[src/rtl/aes_key_sched_ctrl.sv]
// aes_key_sched_ctrl: sequences the AES key-expansion unit and serves stored round keys
module aes_key_sched_ctrl #(
  parameter int TIMEOUT_CYCLES = 64,
  parameter int MAX_RK = 15
) (
  input  logic         clk,
  input  logic         reset,
  input  logic [255:0] key_in,
  input  logic [1:0]   key_len,
  input  logic         key_valid,
  output logic         key_ready,
  output logic         exp_start,
  output logic [255:0] exp_key,
  output logic [1:0]   exp_len,
  input  logic [127:0] exp_subkey,
  input  logic         exp_rdy,
  input  logic         rk_rd_en,
  input  logic [3:0]   rk_rd_idx,
  input  logic         rk_rev,
  output logic [127:0] rk_rd_data,
  output logic         rk_rd_valid,
  output logic         keys_ready,
  output logic [3:0]   num_rounds,
  output logic         err
);
  localparam int WW = $clog2(TIMEOUT_CYCLES + 1);
  typedef enum logic [1:0] {IDLE, START, COLLECT, DONE} state_t;
  state_t state, state_nx;
  logic [WW-1:0] wdog;
  logic [3:0] cnt, target, rd_idx;
  logic [127:0] store [MAX_RK];
  logic accept, bad_len, last_wr, timeout, rd_ok;
  assign key_ready = state == IDLE || state == DONE;
  assign exp_start = state == START;
  assign accept = key_valid && key_ready;
  assign bad_len = key_len == 2'b11;
  assign last_wr = state == COLLECT && exp_rdy && cnt == target - 4'd1;
  assign timeout = state == COLLECT && !exp_rdy && wdog == WW'(TIMEOUT_CYCLES - 1);
  assign rd_idx = rk_rev ? num_rounds - rk_rd_idx : rk_rd_idx;
  assign rd_ok = rk_rd_en && keys_ready;
  // state register
  always_ff @(posedge clk or posedge reset)
    if (reset) state <= IDLE;
    else state <= state_nx;
  // next state: accept only happens in IDLE/DONE, so it takes priority
  always_comb begin
    state_nx = state;
    state_nx = accept ? (bad_len ? IDLE : START) :
               state == START ? COLLECT :
               last_wr ? DONE :
               timeout ? IDLE : state;
  end
  // key latch, collection counters, status flags and registered read port
  always_ff @(posedge clk or posedge reset)
    if (reset) begin
      exp_key <= '0;
      exp_len <= '0;
      target <= '0;
      cnt <= '0;
      wdog <= '0;
      keys_ready <= 1'b0;
      num_rounds <= '0;
      err <= 1'b0;
      rk_rd_valid <= 1'b0;
      rk_rd_data <= '0;
    end else begin
      if (accept && bad_len) begin
        err <= 1'b1;
        keys_ready <= 1'b0;
      end else if (accept) begin
        exp_key <= key_in;
        exp_len <= key_len;
        target <= key_len == 2'b00 ? 4'd11 : key_len == 2'b01 ? 4'd13 : 4'd15;
        keys_ready <= 1'b0;
        err <= 1'b0;
      end
      cnt <= state == START ? '0 : (state == COLLECT && exp_rdy) ? cnt + 4'd1 : cnt;
      wdog <= (state == START || exp_rdy) ? '0 : state == COLLECT ? wdog + 1'b1 : wdog;
      if (last_wr) begin
        keys_ready <= 1'b1;
        num_rounds <= target - 4'd1;
      end
      if (timeout) begin
        err <= 1'b1;
        keys_ready <= 1'b0;
      end
      rk_rd_valid <= rd_ok;
      if (rd_ok) rk_rd_data <= rk_rd_idx > num_rounds ? '0 : store[rd_idx];
    end
  // round-key store, written only while collecting
  always_ff @(posedge clk)
    if (state == COLLECT && exp_rdy) store[cnt] <= exp_subkey;
endmodule

[config.mk]
export PLATFORM = sky130hd
export DESIGN_NAME = aes_key_sched_ctrl
export DESIGN_NICKNAME = d
export VERILOG_FILES = /design/src/rtl/aes_key_sched_ctrl.sv
export SDC_FILE = /design/constraint.sdc
export NUM_CORES = 2
export LEC_CHECK = 0
export CAP_MARGIN = 15
export CORE_MARGIN = 2
export CORE_UTILIZATION = 55
export DETAILED_ROUTE_END_ITERATION = 12
export PLACE_DENSITY = 0.77
export SYNTH_ARGS = -nofsm -noshare
export SYNTH_HDL_FRONTEND = slang
export SYNTH_SLANG_ARGS = --single-unit
[constraint.sdc]
create_clock -name clk -period 37 [get_ports clk]
set_input_delay 3.7 -clock clk [delete_from_list [all_inputs] [get_ports clk]]
set_output_delay 3.7 -clock clk [all_outputs]
set_load 0.03 [all_outputs]
==> results.toml <==
[setup_path]
crit_top_cell = "buf_4"
path_cells = "clkdlybuf4s50_1 > nand2_8 > nand2_4 > buf_4 > buf_4 > buf_4 > mux2_2 > o2111ai_1 > o221ai_1"
endpoint_kind = "flop"
critPathLaunchType = "input pin"
path_buf_inv = 4
critical-path-top-delay-family = "buffers and inverters"
cp_slowest_cell = "clkdlybuf4s50_1"
slowest_delay_ns = 1.01
cp.arrival_ns = 9.80
cp_num_cells = 9
regToRegSetupSlack_ns = 31.00
critPathKind = "in2reg"
cp.required_ns = 37.66
worst-r2r-cell-count = 10
path_max_fanout = 131

[logic_synthesis]
avgSynthCellArea_um2 = 14.9
synth_cell_types = 50
async_flop_share = 0.176
netlist_area_um2 = 90000
synth_warnings = 0
syn_inst = 6026
ys_ff_latch = 2329
yosysSeqAreaShare = 0.754
synth_nets = 6435
ys.flop_type = "edfxtp_1"
synth-edff-count = 1920

[clocking]
cts_hold_buffers = 0
cts_buffer_depth = 3
clkTransAtPathRegs_ns = 0.06
post_cts_buffers = 0
cts_tree = "built"
ctsHtreeMaxLevel = 4
root_buffer = "clkbuf_16"
clk_latency_ns = 0.88
cts_buffers = 224
numClockSinks = 2329
cts_resized = 0

[global_routing]
antenna_found_initial = 102
overflow = 0
grt_start_max_net_pins = 164
grt_pass1_wl_um = 404000
grt_pass1_vias = 58500
grtUsageTotal = 0.333

[min_path]
hold_depth = 2
hold_path.class = "reg2reg"

[drt]
top_layer = "met5"
drt-initial-drc-count = 7960
wirelength_um = 283000
num_vias = 59200
wl_met2_um = 141000
via_per_inst = 6.51
dr.pass1.iters = 6
avgRoutedWirePerCell_um = 31.1
drtAntennaViolNets = 0
drcViolationCount = 0
wl_met1_um = 93100
wl_met3_um = 30900

[placement]
gp_congestion = 0.961
dpl-instance-area_um2 = 99700
hpwl_um = 154000
io_buffers = 790

[pwr]
p_per_area_nw_per_um2 = 64.3
vdd_drop_max_v = 0.0000563
p_leak_nw = 37.5
power_frac_clock = 0.340
seq_power_share = 0.455
intPower_mw = 4.88
p_sw_frac = 0.294
pwr-share-comb = 0.205
switchingPower_mw = 2.03

[floorplan]
ios = 791
initial_core_util = 0.554
design.die.area_um2 = 167000
core_area_um2 = 163000
die_h_um = 409
fp.dieW_um = 409
rows = 148

[sta]
max_freq_mhz = 109
fin_skew_ns = 0.0426
finalCritPeriodShare = 0.247
fin_crit_ns = 9.14
rsz0062_at_grt = "no"
relSlewSlack = 0.193
drv_slew = 0
tightest_slew_ns = 1.21
setup_tns_ns = 0
hold_viol_final = 0
setup_viol = 0

[final_layout]
fin_nets = 7069
layout_commonest_cell = "edfxtp_1"
drive_above_1_share = 0.107
final_cell_mix = "edfxtp_1, nand2_1, clkdlybuf4s50_1"
fin_area_um2 = 108000
syn_to_final_growth_pct = 19.4
fillCellCount = 11300
post-route-util = 0.661

[run]
drv_cap = 0

[run_status]
status = "finished, final reports clean"
power by group through the flow:
stage          Sequential, mW  Clock [mW]  Combinational (mW)
6_report                 3.15        2.35                1.41
5_1_grt                  3.16        2.46                1.50
4_1_cts                  3.15        2.36                1.41
3_5_place_dp             3.20           0                1.40
3_3_place_gp             3.19           0                1.39
2_1_floorplan            3.47           0               0.489
per-layer routing:
layer / GRT usage / vias to the layer above
met2: 0.547 / 4275
met4: 0.214 / 22
met5: 0 / -
li1: - / 24500
met3: 0.0808 / 833
met1: 0.396 / 29600
final cells by class:
class | count | area [um^2] | share of cell area
clock inverters | 117 | 1410 | 0.0131
multi-input cells | 3211 | 20400 | 0.189
diodes | 64 | 160 | 0.00149
repair buffers | 877 | 8690 | 0.0808
flip-flops and latches | 2329 | 67900 | 0.631
inverters | 17 | 71.3 | 0.000663
well taps | 2175 | 2720 | 0.0253
clock buffers | 306 | 6220 | 0.0578
stage by stage:
stage | worst slack, ns | power (mW) | hold WS, ns | std cells
final | 27.86 | 6.91 | 0.472 | 9096
after global routing | 27.69 | 7.12 | 0.481 | 9095
after CTS | 27.99 | 6.92 | 0.475 | 9032
after detailed placement | 27.15 | 4.60 | 0.461 | 8609
after global placement | 27.27 | 4.58 | 0.457 | 8609
after floorplan | 21.92 | 3.95 | 0.461 | 6026
sequential cells by signal, summed over array words and instances, names as in the netlist, 2 cells and up:
signal	flops
cnt	4
target	3
state	2
exp_key	256
exp_len	2
rk_rd_data	128
store	1920
wdog	7
num_rounds	4
worst min-delay path: stages, from the launching register on:
cell and delay (ns):
dfrtp_1 0.34, nand2_1 0.05, nand2_1 0.05
cells in the mapped netlist, drive strengths merged (2+ instances only):
| cell type | count | share of area |
|---|---|---|
| xnor2 | 9 | 0.00088 |
| nor2 | 24 | 0.0010 |
| nand4 | 2 | 0.00014 |
| nand2b | 5 | 0.00035 |
| mux2i | 6 | 0.00067 |
| dfrtp | 409 | 0.11 |
| a21oi | 10 | 0.00056 |
| a2bb2oi | 127 | 0.012 |
| nand2 | 910 | 0.038 |
| xor2 | 7 | 0.00068 |
| or2 | 2 | 0.00014 |
| inv | 16 | 0.00067 |
| a31oi | 2 | 0.00014 |
| nand3 | 768 | 0.043 |
| o221ai | 129 | 0.013 |
| clkbuf | 328 | 0.014 |
| nor3 | 4 | 0.00022 |
| ha | 12 | 0.0017 |
| o22ai | 3 | 0.00021 |
| a211oi | 128 | 0.011 |
| o2111ai | 127 | 0.012 |
| buf | 141 | 0.0074 |
| o21ai | 517 | 0.029 |
| and2 | 12 | 0.00083 |
| edfxtp | 1920 | 0.64 |
| mux4 | 129 | 0.032 |
| mux2 | 129 | 0.016 |
| and3 | 135 | 0.0094 |
final timing paths:
| check | startpoint | to |
|---|---|---|
| max | rk_rev | rk_rd_data[86]$_DFFE_PP0P_ |
| max in group asynchronous | reset | exp_key[43]$_DFFE_PP0P_ |
| max reg2reg | num_rounds[0]$_DFFE_PP0P_ | rk_rd_data[86]$_DFFE_PP0P_ |
| min in group asynchronous | reset | exp_key[224]$_DFFE_PP0P_ |
| min | exp_key[165]$_DFFE_PP0P_ | exp_key[165]$_DFFE_PP0P_ |
| min reg2reg | exp_key[165]$_DFFE_PP0P_ | exp_key[165]$_DFFE_PP0P_ |
logic make-up (layout without fill, tap and decap cells):
| family | Yosys count | count (layout) | share of synthesized area |
|---|---|---|---|
| muxes | 264 | 264 | 0.0491 |
| adders and majority gates | 13 | 13 | 0.00189 |
| xor gates and xnor gates | 16 | 16 | 0.00156 |
| DFF | 2329 | 2329 | 0.754 |
| and+or+nand+nor | 1868 | 1868 | 0.0933 |
| other | 0 | 64 | 0 |
| AOI/OAI and AO/OA | 1050 | 1050 | 0.0782 |
| buffers and inverters | 486 | 1317 | 0.0218 |
(Power assumes the default switching activity.)
